File: src/rtl/match_controller.sv
// Match sequencer for a two-player fight: game ticks, rounds, scoring.
// Round timer is compiled in only with `define ROUND_TIMER_EN.
// Ports: clk, reset (sync, active-low), start, pause, gameOver1/2,
//   hp1/2 in; en (tick pulse), logic_rst, wins1/2, round_num,
//   timer, match_over, winner out.
module match_controller #(
  parameter int TICK_DIV     = 4,
  parameter int ROUND_TIME   = 99,
  parameter int WINS_NEEDED  = 2,
  parameter int PAUSE_CYCLES = 8
) (
  input  logic       clk,
  input  logic       reset,
  input  logic       start,
  input  logic       pause,
  input  logic       gameOver1,
  input  logic       gameOver2,
  input  logic [1:0] hp1,
  input  logic [1:0] hp2,
  output logic       en,
  output logic       logic_rst,
  output logic [1:0] wins1,
  output logic [1:0] wins2,
  output logic [2:0] round_num,
  output logic [6:0] timer,
  output logic       match_over,
  output logic [1:0] winner
);

  localparam int TW = $clog2(TICK_DIV);
  localparam int PW = $clog2(PAUSE_CYCLES + 1);

  if (TICK_DIV < 2 || PAUSE_CYCLES < 1 ||
      WINS_NEEDED < 1 || WINS_NEEDED > 3 ||
      ROUND_TIME < 1 || ROUND_TIME > 127) begin : g_bad_param
    $error("match_controller: parameter out of range");
  end

  typedef enum logic [2:0] {
    IDLE,
    ROUND_INIT,
    FIGHT,
    ROUND_END,
    MATCH_OVER
  } state_e;

  state_e        state_q, state_d;
  logic [TW-1:0] cnt_q, cnt_d;
  logic [PW-1:0] pc_q, pc_d;
  logic [1:0]    wins1_q, wins1_d;
  logic [1:0]    wins2_q, wins2_d;
  logic [2:0]    rnd_q, rnd_d;
  logic          ko;
  logic          tick;
  logic          done;

  function automatic logic [1:0] inc_sat(input logic [1:0] w);
    return (w == 2'd3) ? w : w + 2'd1;
  endfunction

  assign ko   = gameOver1 | gameOver2;
  assign tick = (cnt_q == TW'(TICK_DIV - 1));
  assign done = (wins1_q == 2'(WINS_NEEDED)) ||
                (wins2_q == 2'(WINS_NEEDED));

  // A KO sampled this clock suppresses the tick that would
  // otherwise coincide with it.
  assign en = (state_q == FIGHT) && !pause && !ko && tick;

  assign logic_rst  = (state_q != FIGHT);
  assign match_over = (state_q == MATCH_OVER);
  assign wins1      = wins1_q;
  assign wins2      = wins2_q;
  assign round_num  = rnd_q;

`ifdef ROUND_TIMER_EN
  logic [6:0] timer_q, timer_d;
  logic       tout;
  // Final tick of the round; KO takes priority since en is
  // already masked by ko.
  assign tout  = en && (timer_q == 7'd1);
  assign timer = timer_q;
`else
  logic unused_hp;
  assign unused_hp = ^{hp1, hp2};
  assign timer     = 7'd0;
`endif

  always_comb begin
    winner = 2'b00;
    unique case (1'b1)
      match_over && wins1_q == 2'(WINS_NEEDED): winner = 2'b01;
      match_over && wins2_q == 2'(WINS_NEEDED): winner = 2'b10;
      default: winner = 2'b00;
    endcase
  end

  always_comb begin
    state_d = state_q;
    cnt_d   = cnt_q;
    pc_d    = pc_q;
    wins1_d = wins1_q;
    wins2_d = wins2_q;
    rnd_d   = rnd_q;
`ifdef ROUND_TIMER_EN
    timer_d = timer_q;
`endif
    unique case (state_q)
      IDLE: begin
        if (start) state_d = ROUND_INIT;
      end
      ROUND_INIT: begin
        cnt_d   = '0;
        rnd_d   = (rnd_q == 3'd7) ? rnd_q : rnd_q + 3'd1;
        state_d = FIGHT;
`ifdef ROUND_TIMER_EN
        timer_d = 7'(ROUND_TIME);
`endif
      end
      FIGHT: begin
        if (!pause) cnt_d = tick ? '0 : cnt_q + TW'(1);
        if (ko) begin
          state_d = ROUND_END;
          pc_d    = '0;
          // The player who is not KO'd scores; double KO is a draw.
          if (!gameOver1) wins1_d = inc_sat(wins1_q);
          if (!gameOver2) wins2_d = inc_sat(wins2_q);
        end
`ifdef ROUND_TIMER_EN
        else if (en) begin
          timer_d = timer_q - 7'd1;
          if (tout) begin
            state_d = ROUND_END;
            pc_d    = '0;
            if (hp1 > hp2) wins1_d = inc_sat(wins1_q);
            else if (hp2 > hp1) wins2_d = inc_sat(wins2_q);
          end
        end
`endif
      end
      ROUND_END: begin
        if (pc_q == PW'(PAUSE_CYCLES - 1)) begin
          state_d = done ? MATCH_OVER : ROUND_INIT;
        end else begin
          pc_d = pc_q + PW'(1);
        end
      end
      MATCH_OVER: begin
        if (start) begin
          wins1_d = '0;
          wins2_d = '0;
          rnd_d   = '0;
          state_d = ROUND_INIT;
        end
      end
      default: state_d = IDLE;
    endcase
  end

  always_ff @(posedge clk) begin
    if (!reset) begin
      state_q <= IDLE;
      cnt_q   <= '0;
      pc_q    <= '0;
      wins1_q <= '0;
      wins2_q <= '0;
      rnd_q   <= '0;
`ifdef ROUND_TIMER_EN
      timer_q <= '0;
`endif
    end else begin
      state_q <= state_d;
      cnt_q   <= cnt_d;
      pc_q    <= pc_d;
      wins1_q <= wins1_d;
      wins2_q <= wins2_d;
      rnd_q   <= rnd_d;
`ifdef ROUND_TIMER_EN
      timer_q <= timer_d;
`endif
    end
  end

endmodule

File: config.mk
export PLATFORM = sky130hd
export DESIGN_NAME = match_controller
export DESIGN_NICKNAME = d
export VERILOG_FILES = /design/src/rtl/match_controller.sv
export SDC_FILE = /design/constraint.sdc
export NUM_CORES = 1
export LEC_CHECK = 0
export CORE_MARGIN = 10
export CORE_UTILIZATION = 34
export CTS_CLUSTER_SIZE = 25
export DETAILED_ROUTE_END_ITERATION = 8
export GPL_TIMING_DRIVEN = 1
export HOLD_SLACK_MARGIN = 0.12
export SYNTH_ARGS = -nofsm -noshare
export SYNTH_HDL_FRONTEND = slang
export SYNTH_SLANG_ARGS = --single-unit
export TNS_END_PERCENT = 100
File: constraint.sdc
create_clock -name clk -period 3.9 [get_ports clk]
set_clock_uncertainty 0.2 [all_clocks]
set_input_delay 0.78 -clock clk [delete_from_list [all_inputs] [get_ports clk]]
set_output_delay 0.78 -clock clk [all_outputs]
set_load 0.02 [all_outputs]
==> out/qor.yml <==
status:
  outcome: "finished clean"
route:
  first_iter_violations: 69
  num_vias: 1001
  drtPass1Iterations: 5
  ant_nets: 0
  wirelength_um: 2730
  detail_route.wl_per_cell_um: 14.7
  drcViolationCount: 0
  routed_via_density: 5.38
pwr:
  p_per_area_nw_per_um2: 304
  leakagePower_nw: 0.469
  power_uw: 384
  ir_drop_v: 0.000111
clock_network:
  tritoncts: "yes"
  clkSinkCount: 16
  post-cts-setup-buffer-count: 0
  post_cts_resized: 0
  postCtsHoldBufs: 0
  h-tree-depth: 1
  root_buffer: "clkbuf_4"
  clockBufferDepth: 2
  clk_latency_ns: 0.29
  clkSlewWorstSetupHoldPaths_ns: 0.09
  cts_buffers: 3
grt:
  globalRoute.totalOverflow: 0
  grt_pass1_vias: 946
  grt_start_max_net_pins: 23
  grt_antenna_before_repair: 0
  grt_pass1_wl_um: 4600
  grt_usage: 0.101
hold_path:
  hold_end: "round_num[1]"
  worstHoldStart: "round_num[1]"
  worstHoldPathCells: 2
  min_path_type: "reg2reg"
worst_setup_path:
  crit_path_max_fanout: 17
  r2r_start: "state_q[2]"
  worstPathRequired_ns: 2.92
  r2r_cells: 3
  critical_path_class: "reg2out"
  critPathLaunchType: "flop"
  arrival_ns: 2.27
  r2r_end: "wins2[1]"
  rrSetupSlack_ns: 2.02
  endpoint_kind: "output pin"
placed_design:
  place_area_um2: 1240
  io_buffers: 17
  dp_hpwl_um: 2020
  place_congestion: 0.781
  place_ws_ns: 0.663
  post-place-cells: 183
synthesis:
  synth_edf_count: 0
  synth_flop_cell: "dfxtp_1"
  yosys.area.top_type: "dfxtp_1"
  synthTopCellsByCount: "dfxtp_1, o21ai_0, ha_1, nand2_1, buf_4"
  ys_seq_area_frac: 0.302
  synthesis.instances: 128
  syn-mean-instance-area_um2: 8.28
  syn-cell-area_um2: 1060
  yosys_warnings: 0
  synth-async-reset-ratio: 0
  ys_top_cells_by_area: "dfxtp_1, ha_1, o21ai_0"
  synth.distinct_cells: 45
  synth-seq-cells: 16
  synth_top_cell_area_share: 0.302
  synth.most_common_cell: "dfxtp_1"
finish:
  postLayoutCellArea_um2: 1260
  fin_nets: 162
  final_util: 0.418
  drive_gt1_frac: 0.0775
  syn_to_final_growth_pct: 19.4
  n_antenna_cell: 0
  instances_no_fill: 186
floorplan:
  die-height_um: 75.8
  die_w_um: 75.8
  die_area_um2: 5750
  io_pins: 29
  start_util: 0.350
  rows: 20
  core-area_um2: 3030
timing:
  period_minus_slack_ns: 3.25
  finalWorstSetupSlack_ns: 0.654
  worst_pin_slew_ns: 0.504
  setup_viol_count_final: 0
  slew_headroom: 0.663
  finalCritPeriodShare: 0.832
  hold_violations: 0
  max_freq_mhz: 308
  holdWs_ns: 0.309
  tns_ns: 0
  rsz0062_at_grt: "no"
  slew_viol_final: 0
flow_run:
  max-cap-violations: 0
-- registers in the layout, indices dropped and copies added, names as in the netlist --
register and flops:
pc_q 4, wins2 2, round_num 3, state_q 3, wins1 2, cnt_q 2
-- layer usage --
metal,global-route usage,vias up,part of all wire
met1,0.131,472,0.45
met5,0,-,0
met3,0.0143,5,0.061
met4,0.0433,0,0.015
li1,-,491,-
met2,0.160,33,0.48
-- kinds of logic after synthesis --
logic type      share of synthesized area
simple gates                        0.289
compound gates                      0.205
xor+xnor                          0.00827
other cells                       0.00354
buf+inv                            0.0968
flops                               0.302
fa+ha+maj                          0.0945
-- placed cells by master, fill, tap and decap left out, types with 2 or more instances in the layout --
cell	count
a21oi_1	5
a31oi_1	4
and3_1	2
and4b_1	2
buf_4	2
clkbuf_4	3
clkdlybuf4s50_1	17
conb_1	7
dfxtp_1	16
ha_1	8
inv_1	6
nand2_1	8
nand3_1	5
nand3b_1	2
nand4_1	2
nor2_1	3
nor2b_1	2
nor3_1	3
nor4b_1	2
o211ai_1	2
o21ai_0	11
o31ai_1	3
or2_2	2
or3b_2	4
-- area by class of cell --
| cell class | instances | area (um^2) |
|---|---|---|
| inverter | 6 | 22.5 |
| multi-input combinational | 98 | 659 |
| clock buffer | 3 | 22.5 |
| timing repair buffer | 19 | 185 |
| fill | 321 | 1760 |
| sequential | 16 | 320 |
| tap | 44 | 55.1 |
-- worst max-delay path, cell delays in order, from the launching register on --
cell and delay [ns]:
dfxtp_1 0.48, or3b_1 0.56, nor4_1 0.27, clkdlybuf4s50_1 0.67
-- power breakdown --
part	internal (mW)	switching (mW)	leakage, nW
sequential	0.174	0.00867	0.130
combinational	0.0448	0.0669	0.326
clock	0.0359	0.0542	0.0138
-- how the worst max path moves through the flow --
| stage | endpoint | cells after the start | from | slack (ns) |
|---|---|---|---|---|
| global placement | en | 3 | gameOver2 | 0.69 |
| finish | en | 3 | state_q[2] | 0.65 |
| detailed placement | en | 5 | pause | 0.66 |
| CTS | en | 3 | state_q[2] | 0.63 |
| global route | en | 3 | state_q[2] | 0.44 |
| floorplan | en | 3 | state_q[1] | 1.32 |
(Power assumes the default switching activity.)
